## config.mk

```make
export PLATFORM = sky130hd
export DESIGN_NAME = pb_conditioner
export DESIGN_NICKNAME = d
export VERILOG_FILES = /design/src/rtl/pb_conditioner.sv
export SDC_FILE = /design/constraint.sdc
export NUM_CORES = 1
export LEC_CHECK = 0
export BUFFER_PORTS_ARGS = -buffer_cell sky130_fd_sc_hd__buf_2
export CAP_MARGIN = 20
export CORE_MARGIN = 2
export CORE_UTILIZATION = 35
export DETAILED_ROUTE_END_ITERATION = 10
export GPL_TIMING_DRIVEN = 0
export MAX_ROUTING_LAYER = met4
export SLEW_MARGIN = 20
export SYNTH_ARGS = -nofsm -noshare
export SYNTH_HDL_FRONTEND = slang
export SYNTH_SLANG_ARGS = --single-unit
```

## constraint.sdc

```tcl
create_clock -name clk -period 5.86 [get_ports clk]
set_input_delay 0.293 -clock clk [delete_from_list [all_inputs] [get_ports clk]]
set_output_delay 0.293 -clock clk [all_outputs]
set_load 0.01 [all_outputs]
```

## src/rtl/pb_conditioner.sv

```systemverilog
// Dual-channel pushbutton conditioner: 2-flop synchroniser, counter debounce and
// stuck-button lockout per channel, producing clean levels and press pulses.
module pb_channel #(
  parameter int DEB_CYCLES   = 16,
  parameter int STUCK_CYCLES = 1024,
  parameter int CNT_W        = 11
) (
  input  logic clk,
  input  logic rst,
  input  logic raw,
  output logic clean,
  output logic pulse,
  output logic stuck
);

  typedef enum logic [2:0] {IDLE, PRESS_WAIT, PRESSED, REL_WAIT, LOCKED} state_t;

  localparam logic [CNT_W-1:0] DEB_LAST   = CNT_W'(DEB_CYCLES - 1);
  localparam logic [CNT_W-1:0] STUCK_LAST = CNT_W'(STUCK_CYCLES - 1);
  localparam logic [CNT_W-1:0] ONE        = CNT_W'(1);

  state_t           state, state_next;
  logic [CNT_W-1:0] cnt, cnt_next;
  logic [1:0]       sync;
  logic             s;
  logic             clean_next, pulse_next, stuck_next;

  assign s = sync[1];

  always_ff @(posedge clk or negedge rst) begin
    if (!rst) begin
      sync  <= '0;
      state <= IDLE;
      cnt   <= '0;
      clean <= 1'b0;
      pulse <= 1'b0;
      stuck <= 1'b0;
    end else begin
      sync  <= {sync[0], raw};
      state <= state_next;
      cnt   <= cnt_next;
      clean <= clean_next;
      pulse <= pulse_next;
      stuck <= stuck_next;
    end
  end

  // cnt counts consecutive agreeing samples; every state exit reloads it, so it never wraps.
  always_comb begin
    state_next = state;
    cnt_next   = cnt;
    case (state)
      IDLE: begin
        if (s) begin
          state_next = PRESS_WAIT;
          cnt_next   = ONE;
        end
      end
      PRESS_WAIT: begin
        if (!s) begin
          state_next = IDLE;
          cnt_next   = '0;
        end else if (cnt == DEB_LAST) begin
          state_next = PRESSED;
          cnt_next   = '0;
        end else begin
          cnt_next = cnt + ONE;
        end
      end
      PRESSED: begin
        if (!s) begin
          state_next = REL_WAIT;
          cnt_next   = ONE;
        end else if (cnt == STUCK_LAST) begin
          state_next = LOCKED;
          cnt_next   = '0;
        end else begin
          cnt_next = cnt + ONE;
        end
      end
      REL_WAIT: begin
        if (s) begin
          state_next = PRESSED;
          cnt_next   = '0;
        end else if (cnt == DEB_LAST) begin
          state_next = IDLE;
          cnt_next   = '0;
        end else begin
          cnt_next = cnt + ONE;
        end
      end
      LOCKED: begin
        if (s) begin
          cnt_next = '0;
        end else if (cnt == DEB_LAST) begin
          state_next = IDLE;
          cnt_next   = '0;
        end else begin
          cnt_next = cnt + ONE;
        end
      end
      default: begin
        state_next = IDLE;
        cnt_next   = '0;
      end
    endcase
  end

  // Outputs are decoded from the next state so the registered levels line up with the state.
  always_comb begin
    clean_next = (state_next == PRESSED) || (state_next == REL_WAIT);
    pulse_next = (state == PRESS_WAIT) && (state_next == PRESSED);
    stuck_next = stuck;
    if (state_next == LOCKED) begin
      stuck_next = 1'b1;
    end else if ((state_next == PRESSED) && (state != PRESSED)) begin
      stuck_next = 1'b0;
    end
  end

endmodule

module pb_conditioner #(
  parameter int DEB_CYCLES   = 16,
  parameter int STUCK_CYCLES = 1024,
  parameter int CNT_W        = 11
) (
  input  logic       clk,
  input  logic       rst,
  input  logic       pbl_raw,
  input  logic       pbr_raw,
  output logic       pbl_clean,
  output logic       pbr_clean,
  output logic       pbl_pulse,
  output logic       pbr_pulse,
  output logic [1:0] stuck
);

  pb_channel #(
    .DEB_CYCLES  (DEB_CYCLES),
    .STUCK_CYCLES(STUCK_CYCLES),
    .CNT_W       (CNT_W)
  ) u_left (
    .clk  (clk),
    .rst  (rst),
    .raw  (pbl_raw),
    .clean(pbl_clean),
    .pulse(pbl_pulse),
    .stuck(stuck[1])
  );

  pb_channel #(
    .DEB_CYCLES  (DEB_CYCLES),
    .STUCK_CYCLES(STUCK_CYCLES),
    .CNT_W       (CNT_W)
  ) u_right (
    .clk  (clk),
    .rst  (rst),
    .raw  (pbr_raw),
    .clean(pbr_clean),
    .pulse(pbr_pulse),
    .stuck(stuck[0])
  );

endmodule

```

==> metrics.md <==
| Metric | Value |
|---|---|
| Reg area | 950.9 um2 |
| Ports | 10 |
| Setup violations, final | 0 |
| Required time worst endpoint | 6.04 ns |
| CTS Buf Count | 5 |
| CTS resizes | 0 |
| Synth area leader | dfrtp_1 |
| Antenna violations before repair | 0 |
| Root buffer cell | clkbuf_8 |
| Async S/R FF share, synth | 1.000 |
| Fin area | 2349 um2 |
| MaxCap Viol Count | 0 |
| Core area | 5886 um2 |
| Netlist Area Pre-Place | 2110 um2 |
| Hold Crit Class | in -> async |
| Synth top cells by count | dfrtp_1, nor2_1, nand2_1 |
| Clk buf depth | 2 |
| Slowest-stage cell, CP | a221oi_2 |
| DR iter-0 viols | 93 |
| CP Class | reg -> reg |
| Nets@finish | 247 |
| Routability cong. | 0.8477 |
| Worst Tran Pin Value | 0.8209 ns |
| Multi-input gate area | 1092 um2 |
| Synth Area in Compound Gates | 0.1495 |
| Share of cells above drive strength 1 | 0.1364 |
| Vias in the first global route | 1564 |
| Gate count of the mapped netlist | 225 |
| Initial Util | 0.3584 |
| Largest cells by area after synthesis | dfrtp_1, nor2_1, nor3_1 |
| Total global-route track usage | 0.1435 |
| Crit path cell chain | clkbuf_1 -> nand4bb_1 -> nand3_1 -> a221oi_2 -> buf_2 -> o21ai_1 -> o2bb2ai_1 |
| Synth Area in XOR/XNOR | 0.04982 |
| Clock latency on the worst-skew pair | 0.29 ns |
| CTS tree | done |
| Fmax | 0.4919 GHz |
| RSZ-0062 raised after global routing | no |
| DIE AREA | 6664 um2 |
| Simple-Gate Fraction of Synth Area | 0.2977 |
| Placement row count | 28 |
| Synth top area share | 0.4508 |
| Synth Area in Adders | 0.01186 |
| Syn-to-layout area delta | 11.33% |
| Routed metal-1 wirelength | 1977 um |
| Ys flop type | dfrtp_1 |
| Outcome | finished clean |
| Clock period minus final worst setup slack | 2.033 ns |
| Mux contribution to synthesized area | 0.004745 |
| Worst hold margin | 0.09121 ns |
| Worst clock skew | 0.005369 ns |
| Die Wd | 81.64 um |
| Worst setup EP type | register |
| Fill count | 588 |
| First-pass GRT wire length | 7245 um |
| Post-Syn Area per Cell | 9.376 um2 |
| Clock Pin Slew Worst Setup and Hold Paths | 0.08 ns |
| CP Max Fanout | 10 |
| Placed wire-length estimate | 2755 um |
| CP peak stage delay | 0.41 ns |
| Total Neg Setup Slack | 0 ns |
| Via count | 1693 |
| Rel. slew slack | 0.4527 |
| Sink Count | 38 |
| Total number of H-tree levels | 2 |
| Antenna Nets Post-Route | 0 |
| Post-synth EDFFs | 0 |
| Peak VDD IR | 0.1402 mV |
| Most numerous cell in the Yosys netlist | dfrtp_1 |
| Remaining DRCs | 0 |
| Pleak | 0.001007 uW |
| Number of antenna diodes | 0 |
| GRT overflow | 0 |
| #FFs+latches synth | 38 |
| Top layer in use | met4 |
| Largest family of logic cells by synthesized area | simple AND/OR/NAND/NOR gates |
| Crit-path leading delay family | compound AO/OA/AOI/OAI gates |
| Synth cell types | 51 |
| Die Ht | 81.64 um |
| Length of routed met2 wiring | 1946 um |
| Placed Area | 2248 um2 |
| Largest net degree at the start of global routing | 39 |
| DR vias/cell | 5.341 |
| Syn_nets | 231 |
| CP Data Arrival Time | 2.21 ns |
| # hold bufs at CTS | 0 |
| WP buf/inv | 2 |
| P per Cell Area | 232.0 nW/um2 |
| Final core utilization | 0.3990 |
| Crit path launch type | register |
| Fin crit share | 0.3469 |
| DR WL met3 | 104 um |
| Sequential share of the synthesized area | 0.4508 |
| Pins Over Slew Limit | 0 |
| Setup bufs post-CTS | 0 |
| Port-buffer cells | 9 |
| Warnings, synthesis | 0 |
| Final hold violations | 0 |
| DRT Wirelength | 4080 um |
| WL per Instance | 12.87 um |
| DRT Pass-1 Iters | 4 |
logic make-up (layout without fill, tap and decap cells):
logic type	Yosys count	count (layout)
xor gates and xnor gates	12	12
muxes	1	1
adders and majority gates	2	2
DFF	38	38
AOI/OAI and AO/OA	48	48
buffers and inverters	17	34
and+or+nand+nor	107	107
power breakdown:
group          leakage [uW]  total [uW]  internal, uW  switching, uW
combinational      0.000450        62.3          25.4           36.9
clock             0.0000482         190          95.1           94.8
sequential         0.000509         293           276           16.4
total               0.00101         545           397            148
area by class of cell:
type	instances	share of cell area
multi-input cells	170	0.4651
plain buffers	13	0.02557
flip-flops and latches	38	0.4049
inverters	4	0.006393
clock inverters	1	0.002131
repair buffers	9	0.01918
clock buffers	7	0.03676
well taps	75	0.03996
cell usage in the layout (no fill, tap or decap), types with 3 or more instances in the layout:
| cell type | n |
|---|---|
| o21ai_0 | 10 |
| a21o_1 | 3 |
| nand2b_1 | 5 |
| nand3_1 | 7 |
| nand4_1 | 6 |
| and3_1 | 5 |
| a21oi_1 | 10 |
| nor2_1 | 24 |
| or3_1 | 3 |
| nor4_1 | 5 |
| clkbuf_8 | 6 |
| o2bb2ai_1 | 4 |
| dfrtp_1 | 38 |
| nor2b_1 | 4 |
| o31ai_1 | 3 |
| buf_2 | 12 |
| nand2_1 | 16 |
| xnor2_1 | 5 |
| clkbuf_1 | 9 |
| nor3_1 | 13 |
| xor2_1 | 7 |
| inv_1 | 4 |
| o21ai_1 | 4 |
flip-flops by register name (all words and copies together), names as in the netlist, 2 cells and up:
signal,count
u_right.state,3
u_left.sync,2
u_left.state,3
u_right.sync,2
u_right.cnt,11
u_left.cnt,11
per-stage QoR:
step | worst slack (ns) | power, uW | cells
final | 3.827 | 544.8 | 317
after global routing | 3.581 | 577.2 | 317
after CTS | 3.807 | 551.6 | 317
after detailed placement | 3.818 | 360.1 | 309
after global placement | 3.814 | 359.3 | 309
after floorplan | 4.016 | 341.7 | 225
worst reg2reg max path: stages, from the launching register on:
cell and delay, ns:
dfrtp_1 0.40, clkbuf_1 0.23, nand4bb_1 0.22, nand3_1 0.11
a221oi_2 0.41, buf_2 0.31, o21ai_1 0.10, o2bb2ai_1 0.14
final timing paths:
check,start,to,slack [ns],cells after the start
setup reg to reg,u_right.sync[1],u_right.cnt[5],3.83,7
hold / removal,rst,u_right.cnt[4],0.09,1
min in group clk,pbr_raw,u_right.sync[0],0.11,1
setup / recovery,u_right.sync[1],u_right.cnt[5],3.83,7
hold reg to reg,u_right.sync[0],u_right.sync[1],0.35,0
max in group asynchronous,rst,u_left.cnt[2],5.25,1
routing by layer:
metal | GRT usage | up-vias
li1 | - | 851
met1 | 0.1841 | 821
met2 | 0.2221 | 15
met3 | 0.03516 | 6
met4 | 0.05000 | 0
met5 | - | -
(Power assumes the default switching activity.)
